## config.mk

```make
export PLATFORM = sky130hd
export DESIGN_NAME = yontem4_pipelined_subtractor
export DESIGN_NICKNAME = d
export VERILOG_FILES = /design/src/rtl/yontem_pkg.sv /design/src/rtl/csel_slice.sv /design/src/rtl/yontem4_pipelined_subtractor.sv
export SDC_FILE = /design/constraint.sdc
export NUM_CORES = 1
export LEC_CHECK = 0
export CAP_MARGIN = 30
export CORE_MARGIN = 2
export CORE_UTILIZATION = 57
export DETAILED_ROUTE_END_ITERATION = 7
export DONT_BUFFER_PORTS = 1
export GPL_TIMING_DRIVEN = 0
export PLACE_DENSITY = 0.76
export SLEW_MARGIN = 15
export SYNTH_ARGS = -nofsm -noshare
export SYNTH_HDL_FRONTEND = slang
export SYNTH_HIERARCHICAL = 1
export SYNTH_SLANG_ARGS = --single-unit
```

## constraint.sdc

```tcl
create_clock -name clk_i -period 13 [get_ports clk_i]
set_input_delay 0.65 -clock clk_i [delete_from_list [all_inputs] [get_ports clk_i]]
set_output_delay 0.65 -clock clk_i [all_outputs]
set_load 0.05 [all_outputs]
```

## src/rtl/yontem_pkg.sv

```systemverilog
// rtl/yontem_pkg.sv - shared constants, stage payload and slice helper for the pipelined subtractor
package yontem_pkg;

  localparam int WIDTH_C  = 64;
  localparam int SLICE_C  = 16;
  localparam int STAGES_C = WIDTH_C / SLICE_C;

  // One pipeline rank: finished low slices in res, full skewed operands
  // (b already inverted), carry into the next slice and the operand signs.
  typedef struct packed {
    logic               valid;
    logic [WIDTH_C-1:0] res;
    logic [WIDTH_C-1:0] a;
    logic [WIDTH_C-1:0] b;
    logic               carry;
    logic               sign_a;
    logic               sign_b;
  } stage_t;

  function automatic int slice_lo(input int k, input int w);
    return k * w;
  endfunction

endpackage

```

## src/rtl/csel_slice.sv

```systemverilog
// rtl/csel_slice.sv - combinational carry-select slice: two ripple sums, late carry-in mux
module csel_slice #(
  parameter int SLICE = 16
) (
  input  logic [SLICE-1:0] i_a,
  input  logic [SLICE-1:0] i_b,
  input  logic             i_sel,
  output logic [SLICE-1:0] o_sum,
  output logic             o_cout
);

  logic [SLICE:0]   w_c0;
  logic [SLICE:0]   w_c1;
  logic [SLICE-1:0] w_s0;
  logic [SLICE-1:0] w_s1;

  always_comb begin
    w_c0    = '0;
    w_c1    = '0;
    w_s0    = '0;
    w_s1    = '0;
    w_c1[0] = 1'b1;
    for (int i = 0; i < SLICE; i++) begin
      w_s0[i]   = i_a[i] ^ i_b[i] ^ w_c0[i];
      w_c0[i+1] = (i_a[i] & i_b[i]) | (w_c0[i] & (i_a[i] ^ i_b[i]));
      w_s1[i]   = i_a[i] ^ i_b[i] ^ w_c1[i];
      w_c1[i+1] = (i_a[i] & i_b[i]) | (w_c1[i] & (i_a[i] ^ i_b[i]));
    end
  end

  assign o_sum  = i_sel ? w_s1 : w_s0;
  assign o_cout = i_sel ? w_c1[SLICE] : w_c0[SLICE];

endmodule

```

## src/rtl/yontem4_pipelined_subtractor.sv

```systemverilog
// rtl/yontem4_pipelined_subtractor.sv - 4-stage carry-select subtractor with valid/ready handshake
module yontem4_pipelined_subtractor
  import yontem_pkg::*;
#(
  parameter int WIDTH = WIDTH_C,
  parameter int SLICE = SLICE_C
) (
  input  logic             clk_i,
  input  logic             rst_i,
  input  logic [WIDTH-1:0] num1_i,
  input  logic [WIDTH-1:0] num2_i,
  input  logic             valid_i,
  output logic             ready_o,
  output logic [WIDTH-1:0] diff_o,
  output logic             borrow_o,
  output logic             overflow_o,
  output logic             valid_o,
  input  logic             ready_i
);

  localparam int STAGES = WIDTH / SLICE;

  // r_stg[k] feeds the slice-k adder; the output registers form the last rank.
  stage_t           r_stg [STAGES];
  stage_t           w_nxt [STAGES];
  logic [SLICE-1:0] w_sum [STAGES];
  logic             w_cout[STAGES];

  logic             r_valid;
  logic [WIDTH-1:0] r_diff;
  logic             r_borrow;
  logic             r_ovf;
  logic             w_adv;

  assign w_adv   = ~r_valid | ready_i;
  assign ready_o = w_adv;

  for (genvar k = 0; k < STAGES; k++) begin : g_slice
    logic w_cin;
    if (k == 0) begin : g_first
      assign w_cin = 1'b1;
    end else begin : g_rest
      assign w_cin = r_stg[k].carry;
    end

    csel_slice #(.SLICE(SLICE)) u_slice (
      .i_a   (r_stg[k].a[slice_lo(k, SLICE) +: SLICE]),
      .i_b   (r_stg[k].b[slice_lo(k, SLICE) +: SLICE]),
      .i_sel (w_cin),
      .o_sum (w_sum[k]),
      .o_cout(w_cout[k])
    );
  end

  always_comb begin
    for (int k = 0; k < STAGES; k++) begin
      w_nxt[k]                                   = r_stg[k];
      w_nxt[k].res[slice_lo(k, SLICE) +: SLICE] = w_sum[k];
      w_nxt[k].carry                             = w_cout[k];
    end
  end

  always_ff @(posedge clk_i) begin
    if (rst_i) begin
      for (int k = 0; k < STAGES; k++) begin
        r_stg[k] <= '0;
      end
      r_valid  <= 1'b0;
      r_diff   <= '0;
      r_borrow <= 1'b0;
      r_ovf    <= 1'b0;
    end else if (w_adv) begin
      r_stg[0] <= '{valid:  valid_i,
                    res:    '0,
                    a:      num1_i,
                    b:      ~num2_i,
                    carry:  1'b1,
                    sign_a: num1_i[WIDTH-1],
                    sign_b: num2_i[WIDTH-1]};
      for (int k = 1; k < STAGES; k++) begin
        r_stg[k] <= w_nxt[k-1];
      end
      r_valid <= r_stg[STAGES-1].valid;
      // Bubbles leave the result registers untouched.
      if (r_stg[STAGES-1].valid) begin
        r_diff   <= w_nxt[STAGES-1].res;
        r_borrow <= ~w_nxt[STAGES-1].carry;
        r_ovf    <= (r_stg[STAGES-1].sign_a ^ r_stg[STAGES-1].sign_b) &
                    (w_nxt[STAGES-1].res[WIDTH-1] ^ r_stg[STAGES-1].sign_a);
      end
    end
  end

  assign valid_o    = r_valid;
  assign diff_o     = r_diff;
  assign borrow_o   = r_borrow;
  assign overflow_o = r_ovf;

endmodule

```

# --- After elaboration in Yosys (flattened, before gate mapping) ---
# Memory sizes are Yosys's and may differ from the RTL's.
# Index checks and enable logic that the tools add are counted.
totals:
  register_bits: 67
  latchBits: 0
  ramBits: 784
  romBits: 0
  out_inout_bits: 68
  n_memories: 1
memory_table:
  columns: ["memory", "depth", "width", "read_ports", "rd_clocked_by_memory_dff", "write_ports", "line", "text"]
  rows:
  - ["r_stg", 4, 196, 4, 0, 4, "yontem4_pipelined_subtractor.sv:24", "stage_t r_stg [STAGES];"]
op_classes:
  n_addsub: 0
  multipliers: 0
  div_mod_pow: 0
  n_lt_le_gt_ge: 0
  eq_ne: 0
  shift: 0
  mux: 15
  bitwise: 462
  n_reduce_logical: 1
ops:
  columns: ["cell", "count"]
  rows:
  - ["2-to-1 mux 196 bit", 4]
  - ["XOR 1 bit", 171]
  - ["AND 1 bit", 170]
  - ["bitwise OR 1 bit", 114]
  - ["NOT 64 bit", 1]
  - ["2-to-1 mux 16 bit", 3]
  - ["2-to-1 mux 1 bit", 8]
  - ["NOT 1 bit", 6]
  - ["AND reduction 2 bit", 1]

# --- Depth between registers and ports, before layout ---
# Gate-level depths: netlist of run 1.
# An unclocked memory read counts as a cell.
depth:
  word_depth: 35
  depth_mapped: 25
  depth_no_buf: 25

# --- Cells and area by module ---
# Netlist of run 1, hierarchy kept.
modules_own_cells:
  columns: ["mod", "instances", "cells_per_inst", "area_each_um2"]
  rows:
  - ["yontem4_pipelined_subtractor", 1, 1212, 18187.4]
  - ["csel_slice at g_slice[0].u_slice ...", 3, 32, 387.9]
  - ["csel_slice at g_slice[1].u_slice", 1, 32, 392.9]

# --- Worst setup path after synthesis of run 1 ---
# OpenSTA, ideal clock, no wires.
synth_timing:
  kind: "input -> register"
  from: "input port rst_i"
  to: "memory r_stg[0][0] in the netlist's numbering, enable pin"
  setup_ns: 0.871
  t_arrival_ns: 11.364
  required_time_ns: 12.129
  slack_ns: 0.765
  cell_stages: 3
  path_cell_list: "buf_2 -> buf_2 -> nand2b_1"
synth_lines:
  columns: ["element", "line", "text"]
  rows:
  - ["start, declared", "yontem4_pipelined_subtractor.sv:9", "input logic rst_i,"]
  - ["end, declared", "yontem4_pipelined_subtractor.sv:24", null]

==> results.json, run 1 <==
{
  "via_count_of_the_first_global_routing_pass": 9692,
  "drive_above_1_share_pct": 8.536,
  "synthesis.instances": 1340,
  "max_slew.worst_pin.slew_ps": 654.4,
  "placed_area_um2": 20520,
  "setup_viol_count_final": 0,
  "design_area_um2": 22110,
  "hold_viol_final": 0,
  "rows": 68,
  "max_slew_margin_pct": 56.38,
  "tightest_hold_check_type": "in2reg",
  "drc": 0,
  "postSynthRegisterBits": 494,
  "clock_latency_ps": 570,
  "cell_area_after_technology_mapping_um2": 19740,
  "nFillCells": 2391,
  "cp-end-kind": "flop",
  "fmax_mhz": 132.8,
  "routed_wirelength_um": 35190,
  "clk_root_buffer_cell": "clkbuf_16",
  "grt_setup_unrepaired": "no",
  "comb_power_share_pct": 3.9,
  "cellPowerDensity_nw_per_um2": 151.0,
  "tritoncts": "built",
  "clockBufferDepth": 3,
  "timing.critical_path.from_type": "flop",
  "io-pin-count": 200,
  "flow.area_growth_from_synthesis_pct": 11.98,
  "clock_skew_ps": 15.28,
  "port_buffers": 0,
  "hold-path-cell-count": 1,
  "irDropWorstVdd_mv": 0.1260,
  "period_needed_ps": 7528,
  "hpwlAfterDp_um": 24700,
  "die-area_um2": 36140,
  "cts_hold_buf": 0,
  "crit_top_cell": "fa_1",
  "power_report.internal_total_mw": 2.661,
  "global_route.usage.met3_pct": 4.741,
  "post_cts_resize_count": 0,
  "post-cts-setup-buffers": 0,
  "cts.sink_count": 494,
  "critical_path.max_fanout": 2,
  "drt_pre_antenna_iters": 5,
  "synthesis.yosys.warnings": 6,
  "detail_route.iter0.violations": 674,
  "data_arrival_at_the_endpoint_of_the_critical_path_ps": 7970,
  "grt_pass1_wl_um": 54010,
  "tritoncts.num_buffers": 49,
  "r2r.worst_path.cells": 23,
  "fp.dieH_um": 190.1,
  "core_area_um2": 34290,
  "netSwitchingFraction_pct": 20.30,
  "gp_congestion": 0.8305,
  "vias": 9684,
  "ys_seq_area_share_pct": 71.74,
  "run_status": "finished, final reports clean",
  "cp.required_ps": 13440,
  "p_clk_share_pct": 41.2,
  "htree_levels": 2,
  "grt_antenna_before_repair": 3,
  "routed_wire_length_per_instance_um": 18.54,
  "slew_viol_final": 0,
  "worst_path_largest_cell_delay_ps": 500,
  "netlist-cell-type-count": 28,
  "global_route.overflow_total": 0,
  "net-switching-power_mw": 0.6776,
  "maxCapViolations": 0,
  "initial_utilization_pct": 57.58,
  "path_clk_slew_ps": 60,
  "fin_tns_setup_ps": 0,
  "worst-setup-path-type": "reg2reg",
  "grtUsageMet1_pct": 27.06,
  "dieWidth_um": 190.1,
  "final.period_utilization_pct": 57.91,
  "total_leakage_power_nw": 8.967,
  "globalRouteTotalUtil_pct": 20.11,
  "synth_area_per_cell_um2": 14.73,
  "detail_route.vias_per_cell": 5.102,
  "nets": 1600,
  "grt-busiest-layer": "met2",
  "pin_count_of_the_biggest_net_entering_global_routing": 65,
  "timing.critical_path.slowest_stage_cell": "fa_1",
  "grt_use_met2_pct": 32.36,
  "seqPwrFrac_pct": 54.9,
  "detail-route-antenna-nets": 0,
  "critical_path.cell_chain": "ha_1, inv_1, mux2i_1, fa_1, fa_1, fa_1, fa_1, fa_1, fa_1, fa_1, fa_1, fa_1, fa_1, fa_1, inv_1, fa_1, inv_1, fa_1, fa_1, inv_1, fa_1, inv_1, and2_1"
}
## Yosys cell counts
master     number  area share, %
a2111oi_0       1          0.044
a21oi_1        70            1.8
a311oi_1        1          0.044
and2_1        363             12
and3b_1         1          0.044
buf_1           4          0.076
buf_2          20           0.51
buf_4           5           0.19
buf_6          12           0.68
clkbuf_1       40           0.76
clkbuf_2        3          0.076
conb_1          1          0.019
dfxtp_1        67            6.8
edfxtp_1      427             65
fa_1           60            6.1
ha_1            8           0.51
inv_1          49           0.93
inv_2           2          0.038
mux2i_1         1          0.051
nand2b_1        2          0.063
nand3_1        64            1.6
nor2_1         68            1.3
nor2_4          1          0.057
nor2b_4         1          0.070
nor3_1          1          0.025
o21ai_0        61            1.5
o21ai_1         3          0.076
xor2_1          4           0.18
## critical path, delay by kind of cell (launching register included)
family / cells / cell delay [ps]
fa+ha+maj: 16 / 6490
buf+inv: 5 / 300
flops: 1 / 420
mux: 1 / 70
simple gates: 1 / 110
## cells in the final DEF (no fill, tap or decap), types with 4 or more instances in the layout
master | netlist | final
edfxtp_1 | 427 | 427
and2_1 | 363 | 363
a21oi_1 | 70 | 70
nor2_1 | 68 | 68
dfxtp_1 | 67 | 67
nand3_1 | 64 | 64
o21ai_0 | 61 | 61
fa_1 | 60 | 60
clkbuf_1 | 40 | 52
clkbuf_16 | 0 | 51
inv_1 | 49 | 49
buf_2 | 20 | 20
buf_6 | 12 | 12
clkinv_2 | 0 | 9
clkinv_1 | 0 | 9
ha_1 | 8 | 8
buf_16 | 0 | 7
buf_4 | 5 | 5
clkbuf_8 | 0 | 5
buf_1 | 4 | 4
xor2_1 | 4 | 4
## kinds of logic (layout without fill, tap and decap cells)
| kind of cell | after synthesis | count (layout) | share of synthesized area (%) |
|---|---|---|---|
| compound gates | 136 | 136 | 3.485 |
| xor+xnor | 4 | 4 | 0.1774 |
| fa+ha+maj | 68 | 68 | 6.591 |
| buf+inv | 135 | 234 | 3.264 |
| flops | 494 | 494 | 71.74 |
| mux | 1 | 1 | 0.05070 |
| other cells | 1 | 5 | 0.01899 |
| simple gates | 501 | 501 | 14.68 |
## state kept, by name, indices dropped and copies added (netlist names)
| register | count |
|---|---|
| overflow_o | 1 |
| valid_o | 1 |
| r_stg | 427 |
| diff_o | 64 |
| borrow_o | 1 |
## stage by stage
stage               util [%]  power [mW]  instances  worst slack, ps  hold slack (ps)
floorplan                  -       1.946       1342            765.0            491.7
global placement       59.27       1.995       1797            -2349            499.2
detailed placement     59.85       1.998       1804             5464            501.4
CTS                    64.47       3.371       1896             5400            223.8
global route           64.48       3.456       1897             5127            225.6
finish                 64.48       3.338       1898             5472            258.3
## final timing paths
path / startpoint / endpoint / slack [ps]
worst min-delay path: num2_i[10] / r_stg[0][13]$_DFFE_PP_ / 260
worst max-delay path: r_stg[0][215]$_DFFE_PP_ / r_stg[0][490]$_DFFE_PP_ / 5470
worst max register to register: r_stg[0][215]$_DFFE_PP_ / r_stg[0][490]$_DFFE_PP_ / 5470
worst min register to register: r_stg[0][391]$_DFFE_PP_ / r_stg[0][587]$_SDFFCE_PN0P_ / 510
## final cells by class
class                   instances  area, um2  share of cell area (%)
flip-flops and latches        494      14160                   64.06
multi-input cells             713       4951                   22.39
clock buffers                  68       1390                   6.287
well taps                     455      569.3                   2.575
plain buffers                  84      452.9                   2.049
clock inverters                24      193.9                  0.8771
repair buffers                  7      192.7                  0.8715
inverters                      51      191.4                  0.8658
diodes                          2      5.005                 0.02264
## routing by layer
layer / vias to the layer above / wire (um) / part of all wire, %
met5: - / 0 / 0
met4: 0 / 1273 / 3.6
met3: 76 / 2296 / 6.5
met2: 276 / 16770 / 48
met1: 4618 / 14850 / 42
li1: 4714 / - / -
## power groups by stage
stage / Clock (mW) / Sequential [mW] / Combinational, mW
floorplan: 0 / 1.86 / 0.0875
global placement: 0 / 1.87 / 0.127
detailed placement: 0 / 1.87 / 0.133
CTS: 1.40 / 1.83 / 0.134
global route: 1.47 / 1.84 / 0.149
finish: 1.38 / 1.83 / 0.131
Note: power is estimated with default switching activity, not from simulation.
==> inputs of run 2 (changes only) <==
--- a/config.mk
+++ b/config.mk
@@ -7,11 +7,11 @@
 export LEC_CHECK = 0
 export CAP_MARGIN = 30
 export CORE_MARGIN = 2
-export CORE_UTILIZATION = 57
+export CORE_UTILIZATION = 63
 export DETAILED_ROUTE_END_ITERATION = 7
 export DONT_BUFFER_PORTS = 1
 export GPL_TIMING_DRIVEN = 0
-export PLACE_DENSITY = 0.76
+export PLACE_DENSITY = 0.8
 export SLEW_MARGIN = 15
 export SYNTH_ARGS = -nofsm -noshare
 export SYNTH_HDL_FRONTEND = slang
==> constraint.sdc (replaced) <==
create_clock -name clk_i -period 7.3 [get_ports clk_i]
set_input_delay 0.365 -clock clk_i [delete_from_list [all_inputs] [get_ports clk_i]]
set_output_delay 0.365 -clock clk_i [all_outputs]
set_load 0.05 [all_outputs]
==> run 2 against run 1 <==
  * Combinational power is 89% higher
  * Cell area is 0.89% higher
  * Non-clock buffer count is 34 higher
  * Highest routed layer unchanged
  * Die area is 9.3% lower
  * Final cell count is 1.5% lower
  * Maximum frequency is 6.6% higher
==> results.json, run 2 (same netlist as run 1, synthesis figures left out) <==
{
  "post-cts-setup-buffers": 0,
  "final.period_utilization_pct": 96.76,
  "worst_r2r_setup_slack_ps": 240,
  "hpwlAfterDp_um": 23650,
  "grt_setup_unrepaired": "no",
  "drive_above_1_share_pct": 9.381,
  "vias": 10020,
  "irDropWorstVdd_mv": 0.2543,
  "clock_skew_ps": 15.23,
  "max_slew_margin_pct": 51.70,
  "slew_viol_final": 0,
  "io-pin-count": 200,
  "global_route.overflow_total": 0,
  "met2_routed_wl_um": 16870,
  "worst_path_largest_cell_delay_ps": 410,
  "rows": 64,
  "tritoncts": "built",
  "critical_path.max_fanout": 3,
  "crit_top_cell": "fa_2",
  "flow.area_growth_from_synthesis_pct": 12.98,
  "top_register_by_number_of_flip_flops": "r_stg",
  "dr.max_layer_used": "met4",
  "placed_area_um2": 20420,
  "tightest_hold_check_type": "in2reg",
  "tritoncts.num_buffers": 48,
  "via_count_of_the_first_global_routing_pass": 10070,
  "htree_levels": 2,
  "drt_pre_antenna_iters": 5,
  "cellPowerDensity_nw_per_um2": 261.4,
  "core_area_um2": 30750,
  "worst-setup-path-type": "reg2reg",
  "hold_viol_final": 0,
  "design_area_um2": 22310,
  "layout_commonest_cell": "edfxtp_1",
  "nFillCells": 1899,
  "grt_antenna_before_repair": 3,
  "detail_route.vias_per_cell": 5.358,
  "fin_tns_setup_ps": 0,
  "routed_wirelength_um": 35290,
  "setup_viol_count_final": 0,
  "port_buffers": 0,
  "postLayoutCoreUtil_pct": 72.54,
  "dieWidth_um": 181.0,
  "cp-end-kind": "flop",
  "clock_latency_ps": 540,
  "maxCapViolations": 0,
  "hold-path-endpoint": "r_stg[0][10]$_DFFE_PP_",
  "cp.required_ps": 7720,
  "r2r.worst_path.cells": 25,
  "gp_congestion": 0.8638,
  "hold-path-cell-count": 1,
  "max_slew.worst_pin.slew_ps": 724.5,
  "timing.critical_path.from_type": "flop",
  "fmax_mhz": 141.6,
  "timing.rr.start": "r_stg[0][639]$_SDFFCE_PN0P_",
  "path_clk_slew_ps": 60,
  "fp.dieH_um": 181.0,
  "timing.rr.end": "overflow_o$_SDFFE_PP0P_",
  "detail-route-antenna-nets": 0,
  "most-common-layout-cells": "edfxtp_1 (427), and2_1 (363), a21oi_1 (70)",
  "data_arrival_at_the_endpoint_of_the_critical_path_ps": 7480,
  "drc": 0,
  "routed_wire_length_per_instance_um": 18.88,
  "period_needed_ps": 7063,
  "timing.critical_path.slowest_stage_cell": "fa_1",
  "die-area_um2": 32770,
  "clk_root_buffer_cell": "clkbuf_16",
  "globalRouteTotalUtil_pct": 21.93,
  "met1_length_um": 14740,
  "initial_utilization_pct": 64.21,
  "grt_pass1_wl_um": 54710,
  "cts.sink_count": 494,
  "total_leakage_power_nw": 9.014,
  "clockBufferDepth": 3,
  "worst_hold_slack_ps": 4.227,
  "detailroute.wirelength.met3_um": 2599,
  "max_ffs_per_register": 427,
  "pin_count_of_the_biggest_net_entering_global_routing": 68,
  "nets": 1633,
  "detail_route.iter0.violations": 805,
  "run_status": "finished, final reports clean",
  "timing.hold.worst.start": "num2_i[7]"
}
==> run 2: cell count changes in the layout (fill, tap and decap cells not counted), moves of 2 or more <==
cell	change
fa_2	+18
clkinv_2	+3
inv_6	-2
dlygate4sd3_1	+34
buf_12	+3
clkbuf_8	-3
fa_1	-18
buf_16	-3
==> run 2: worst max path at each step <==
stage	end	start	slack, ps	depth (start not counted)
finish	overflow_o$_SDFFE_PP0P_	r_stg[0][639]$_SDFFCE_PN0P_	240	25
global route	overflow_o$_SDFFE_PP0P_	r_stg[0][639]$_SDFFCE_PN0P_	40	25
CTS	r_stg[0][490]$_DFFE_PP_	r_stg[0][215]$_DFFE_PP_	10	23
detailed placement	r_stg[0][490]$_DFFE_PP_	r_stg[0][215]$_DFFE_PP_	-240	23
global placement	r_stg[0][55]$_DFFE_PP_	valid_o$_SDFFE_PP0P_	-1080	3
floorplan	r_stg[0][490]$_DFFE_PP_	r_stg[0][215]$_DFFE_PP_	110	23
==> run 2: what timing repair did <==
action                                  4_1_cts  5_1_grt
endpoints found under the hold margin        31        3
gates resized for setup                      13        7
pin swaps                                     1        2
endpoints found under the setup margin        4        4
hold buffers                                 31        3
==> run 2: layout make-up <==
class	count	area, um2	area share (%)
flip-flops and latches	494	14160	63.50
multi-input cells	713	5002	22.43
clock buffers	64	1324	5.934
repair buffers	41	510.5	2.289
well taps	396	495.5	2.221
plain buffers	84	452.9	2.031
inverters	51	191.4	0.8582
clock inverters	24	161.4	0.7236
diodes	2	5.005	0.02244
==> run 2: power by group <==
| part | switching [mW] | total (mW) | leakage (nW) | internal (mW) |
|---|---|---|---|---|
| logic | 0.139 | 0.247 | 2.66 | 0.108 |
| clock network | 0.979 | 2.32 | 0.734 | 1.34 |
| registers | 0.0584 | 3.26 | 5.62 | 3.21 |
==> run 2: worst max-delay path, delay by kind of cell, from the launching register on <==
kind | cells | cell delay (ps)
AND/OR/NAND/NOR | 3 | 250
adder cells (fa/ha/maj) | 16 | 5550
AO/OA/AOI/OAI | 2 | 440
buffers and inverters | 4 | 310
flip-flops | 1 | 390
==> run 2: metrics by stage <==
step / std cells / worst slack (ps) / total power, mW
floorplan: 1342 / 107.1 / 3.462
global route: 1869 / 39.48 / 6.026
detailed placement: 1745 / -242.9 / 3.550
finish: 1869 / 236.6 / 5.831
CTS: 1864 / 12.55 / 5.860
global placement: 1738 / -1083 / 3.537
==> run 2: routing by layer <==
layer | global-route usage [%] | vias up
li1 | - | 4786
met4 | 7.317 | 0
met3 | 5.100 | 72
met1 | 30.03 | 4817
met5 | 0 | -
met2 | 35.37 | 340
